[src/rtl/ccff_bitstream_loader.sv]
// Configuration-chain driver: serialises config words LSB-first onto ccff_head
// and collects the bits leaving ccff_tail as a readback word stream.
module ccff_bitstream_loader #(
  parameter int WORD_WIDTH   = 8,
  parameter int CHAIN_LENGTH = 8,
  parameter int CNT_WIDTH    = 16
) (
  input  logic                  prog_clk,
  input  logic                  pReset,
  input  logic                  cfg_start,
  input  logic                  cfg_abort,
  input  logic [WORD_WIDTH-1:0] word_data,
  input  logic                  word_valid,
  output logic                  word_ready,
  output logic                  ccff_head,
  output logic                  ccff_shift_en,
  input  logic                  ccff_tail,
  output logic [WORD_WIDTH-1:0] rb_data,
  output logic                  rb_valid,
  output logic                  busy,
  output logic                  done
);

  localparam int WBW = $clog2(WORD_WIDTH) + 1;
  localparam logic [CNT_WIDTH-1:0] LAST =
    CNT_WIDTH'(CHAIN_LENGTH - 1);
  localparam logic [WBW-1:0] WLAST = WBW'(WORD_WIDTH - 1);

  typedef enum logic [1:0] {IDLE, FETCH, SHIFT} state_t;

  state_t                state;
  state_t                state_n;
  logic [WORD_WIDTH-1:0] shreg;
  logic [WORD_WIDTH-1:0] rb_col;
  logic [WORD_WIDTH-1:0] rb_col_n;
  logic [WBW-1:0]        wbit;
  logic [WBW-1:0]        rb_cnt;
  logic [CNT_WIDTH-1:0]  bit_cnt;
  logic                  start_ok;
  logic                  accept;
  logic                  step;
  logic                  last_bit;
  logic                  word_end;

  always_ff @(posedge prog_clk or posedge pReset) begin
    if (pReset) state <= IDLE;
    else        state <= state_n;
  end

  always_comb begin
    state_n  = state;
    start_ok = 1'b0;
    accept   = 1'b0;
    step     = 1'b0;
    last_bit = 1'b0;
    word_end = 1'b0;
    unique case (state)
      IDLE: begin
        if (cfg_start) begin
          start_ok = 1'b1;
          state_n  = FETCH;
        end
      end
      FETCH: begin
        if (word_valid) begin
          accept  = 1'b1;
          state_n = SHIFT;
        end
      end
      SHIFT: begin
        step     = 1'b1;
        last_bit = (bit_cnt == LAST);
        word_end = (wbit == WLAST);
        if (last_bit)      state_n = IDLE;
        else if (word_end) state_n = FETCH;
      end
      default: state_n = IDLE;
    endcase
    // abort wins over start, acceptance and shifting
    if (cfg_abort) begin
      state_n  = IDLE;
      start_ok = 1'b0;
      accept   = 1'b0;
      step     = 1'b0;
      last_bit = 1'b0;
      word_end = 1'b0;
    end
  end

  assign word_ready = (state == FETCH);
  assign busy       = (state != IDLE);
  assign rb_col_n   = rb_col | (WORD_WIDTH'(ccff_tail) << rb_cnt);

  always_ff @(posedge prog_clk or posedge pReset) begin
    if (pReset) begin
      ccff_shift_en <= 1'b0;
      ccff_head     <= 1'b0;
      shreg         <= '0;
      wbit          <= '0;
      bit_cnt       <= '0;
      rb_col        <= '0;
      rb_cnt        <= '0;
      rb_data       <= '0;
      rb_valid      <= 1'b0;
      done          <= 1'b0;
    end else begin
      ccff_shift_en <= (state_n == SHIFT);
      rb_valid      <= 1'b0;
      if (start_ok) begin
        done    <= 1'b0;
        bit_cnt <= '0;
        rb_col  <= '0;
        rb_cnt  <= '0;
      end
      if (accept) begin
        ccff_head <= word_data[0];
        shreg     <= word_data >> 1;
        wbit      <= '0;
      end
      if (step) begin
        ccff_head <= shreg[0];
        shreg     <= shreg >> 1;
        wbit      <= wbit + WBW'(1);
        bit_cnt   <= bit_cnt + CNT_WIDTH'(1);
        // a full word, or the zero-padded tail of the chain
        if (last_bit || rb_cnt == WLAST) begin
          rb_data  <= rb_col_n;
          rb_valid <= 1'b1;
          rb_col   <= '0;
          rb_cnt   <= '0;
        end else begin
          rb_col <= rb_col_n;
          rb_cnt <= rb_cnt + WBW'(1);
        end
        if (last_bit) done <= 1'b1;
      end
      if (cfg_abort) begin
        rb_col <= '0;
        rb_cnt <= '0;
      end
    end
  end

endmodule

[config.mk]
export PLATFORM = sky130hd
export DESIGN_NAME = ccff_bitstream_loader
export DESIGN_NICKNAME = d
export VERILOG_FILES = /design/src/rtl/ccff_bitstream_loader.sv
export SDC_FILE = /design/constraint.sdc
export NUM_CORES = 1
export LEC_CHECK = 0
export BUFFER_PORTS_ARGS = -buffer_cell sky130_fd_sc_hd__buf_2
export CORE_ASPECT_RATIO = 0.7
export CORE_UTILIZATION = 35
export CTS_CLUSTER_SIZE = 25
export DETAILED_ROUTE_END_ITERATION = 8
export PLACE_DENSITY = 0.53
export SETUP_SLACK_MARGIN = 0.2
export SYNTH_ARGS = -nofsm -noshare
export SYNTH_HDL_FRONTEND = slang
export SYNTH_SLANG_ARGS = --single-unit
export TNS_END_PERCENT = 50
[constraint.sdc]
create_clock -name prog_clk -period 2.65 [get_ports prog_clk]
set_clock_uncertainty 0.15 [all_clocks]
set_input_delay 0.53 -clock prog_clk [delete_from_list [all_inputs] [get_ports prog_clk]]
set_output_delay 0.53 -clock prog_clk [all_outputs]
set_load 0.02 [all_outputs]
==> impl_metrics.tcl <==
set metrics [dict create \
    status "finished, final reports clean" \
    yosys_register_bits 53 \
    startpoint_type "register" \
    hold_violations 0 \
    cp_max_fo 10 \
    synth_ff_type "dfrtp_1" \
    p_leak_nw 1.34 \
    synth_fp_nets 271 \
    antenna_found_initial 0 \
    syn_to_final_growth_pct 12.2 \
    fp.dieW_um 106 \
    hold_path.class "input pin to asynchronous set/reset pin" \
    final.setup.tns_ns 0 \
    via_per_inst 5.10 \
    ioPinCount 28 \
    async_flop_share_pct 100 \
    clk_latency_ns 0.31 \
    use_met1_pct 23.0 \
    initial_core_util_pct 36.3 \
    min_period_ns 2.20 \
    synth.area.mux_share_pct 9.38 \
    postSynthAreaPerCell_um2 10.5 \
    cts_root_buf "clkbuf_8" \
    worstSetupPathType "register to register" \
    drc 0 \
    setup_violations 0 \
    grt_busiest_layer "met1" \
    wl_mm 5.30 \
    synthCells 254 \
    grt_pass1_vias 1788 \
    cp-end-kind "register" \
    drtPass1Iterations 4 \
    fp.dieArea_um2 7980 \
    use_met3_pct 3.55 \
    die_h_um 75.0 \
    postCtsSetupRepairBufs 0 \
    cts.repair.resized 0 \
    grt_setup_unrepaired "no" \
    synth_cell_types 51 \
    hold_buffers 0 \
    insertedDiodeCount 0 \
    routedWlPerCell_um 13.9 \
    io_buffers 27 \
    cts_max_level 2 \
    cts_buffer_depth 2 \
    cts_tree "built" \
    synth_compound_area_share_pct 13.6 \
    synthSimpleGateAreaFrac_pct 22.0 \
    grtUsageMet2_pct 20.0 \
    path_clk_slew_ns 0.10 \
    preCtsSetupSlack_ns 0.368 \
    whs_ns 0.251 \
    crit_required_ns 2.70 \
    grt_overflow 0 \
    synth_fa_ha_area_share_pct 1.41 \
    synth_top_family_by_area "simple AND/OR/NAND/NOR gates" \
    vias 1945 \
    ant_nets 0 \
    grt.total_usage_pct 14.8 \
    p_total_mw 1.55 \
    cts.sinks 53 \
    regArea_um2 1330 \
    multiInputGateArea_um2 1250 \
    min_period_over_period_pct 83.1 \
    synth_edf_count 0 \
    slew_headroom_pct 55.4 \
    cap_viol_max_count 0 \
    grt_max_degree 54 \
    power_density_nw_per_um2 519 \
    fin_ws_ns 0.447 \
    yosysSeqAreaShare_pct 49.7 \
    netlist_area_um2 2670 \
    vdd_drop_max_uv 224 \
    cts_made_buffers 5 \
    cp.arrival_ns 2.25 \
    yosys_warnings 0 \
    grt_first_pass_wirelength_mm 9.07 \
    nFillCells 767 \
    final_nets 299 \
    place_congestion 0.735 \
    tightest_slew_ns 0.668 \
    synth_xor_area_share_pct 0.328 \
    num_rows 26 \
    fmax_mhz 454 \
    coreArea_um2 7350 \
    slew_viol_final 0 \
    drt_iter0_drc 71 \
    drive_above_1_share_pct 21.2 \
    post-dp-hpwl_mm 3.76 \
]
worst max-delay path, stage by stage (launching register included):
cell,delay [ns]
dfrtp_1,0.52
nor4_4,0.38
nand4_4,0.22
a21oi_4,0.48
mux2_4,0.34
path summary, 6_finish.rpt:
path                          endpoint  slack (ns)    startpoint  cells after the start
max in group asynchronous     shreg[0]        1.67        pReset                      3
min reg2reg                bit_cnt[15]        0.34   bit_cnt[15]                      1
min                         bit_cnt[8]        0.25        pReset                      3
min in group prog_clk         shreg[6]        0.32  word_data[7]                      3
max                         rb_data[6]        0.45    bit_cnt[5]                      4
max reg2reg                 rb_data[6]        0.45    bit_cnt[5]                      4
through the flow:
stage | util, % | instance area, µm² | instances
global placement | 39.6 | 2910 | 373
detailed placement | 39.6 | 2910 | 373
CTS | 40.7 | 2990 | 381
finish | 40.7 | 2990 | 381
global route | 40.7 | 2990 | 381
floorplan | - | 2670 | 254
logic make-up (layout without fill, tap and decap cells):
family                   after synthesis  after routing
AND/OR/NAND/NOR                       95             95
adder cells (fa/ha/maj)                3              3
buffers and inverters                 19             48
multiplexers                          23             23
AO/OA/AOI/OAI                         60             60
XOR/XNOR                               1              1
flip-flops                            53             53
flip-flops by register name, summed over array words and instances, names as in the netlist:
signal / flops
rb_valid: 1
ccff_shift_en: 1
ccff_head: 1
rb_col: 8
rb_data: 8
bit_cnt: 16
shreg: 7
rb_cnt: 4
done: 1
state: 2
wbit: 4
report_power, final:
group	switching, mW	internal (mW)
registers	0.0463	0.876
clock network	0.269	0.183
logic	0.103	0.0752
total	0.419	1.13
metal layers:
| layer | wire (µm) | part of all wire [%] |
|---|---|---|
| met1 | 2960 | 56 |
| met2 | 2080 | 39 |
| met3 | 200 | 3.8 |
| met4 | 61 | 1.2 |
| met5 | 0 | 0 |
cells in the mapped netlist, drive strengths merged, types with 2 or more instances:
cell type,instances,area (µm²)
mux2,4,60.1
dfrtp,53,1330
nand4,7,58.8
nand3b,3,22.5
nor4,3,48.8
nor2b,2,12.5
nand3,7,35.0
o21bai,2,15.0
a21oi,11,66.3
nand2,32,120
buf,6,42.5
and3,3,21.3
nor3,7,46.3
o211ai,2,15.0
and2,2,12.5
or2,2,12.5
mux2i,19,190
a31oi,6,37.5
o21ai,27,135
inv,7,26.3
nand2b,4,25.0
or3,3,18.8
ha,3,37.5
o21a,4,30.0
a22o,2,17.5
o31ai,2,15.0
nor4bb,2,20.0
or2b,2,15.0
clkbuf,6,26.3
nor2,8,30.0
and4,3,27.5
final cells by class:
type	instances	area share [%]
Tap cell	98	4.10
Sequential cell	53	44.3
Inverter	7	0.878
Clock buffer	5	2.30
Timing Repair Buffer	33	6.02
Clock inverter	3	0.585
Multi-Input combinational cell	182	41.8
cells in the final DEF (no fill, tap or decap), types with 2 or more instances in the layout:
master / instances
o21ai_0: 26
a21oi_1: 10
nand3_1: 7
ha_1: 3
clkbuf_8: 5
inv_1: 6
a22o_1: 2
nor4_4: 2
and4_1: 2
clkinv_2: 2
mux2i_1: 19
nand2b_1: 4
and3_2: 2
or3_1: 3
o21a_1: 4
buf_4: 6
buf_2: 27
nand3b_1: 3
nor2_1: 8
o211ai_1: 2
or2b_1: 2
mux2_4: 4
o21bai_1: 2
a31oi_1: 6
dfrtp_1: 53
nand2_1: 32
o31ai_1: 2
nand4_1: 6
or2_2: 2
nor3_1: 6
nor2b_1: 2
No activity file was read; power rests on OpenSTA's default activity.
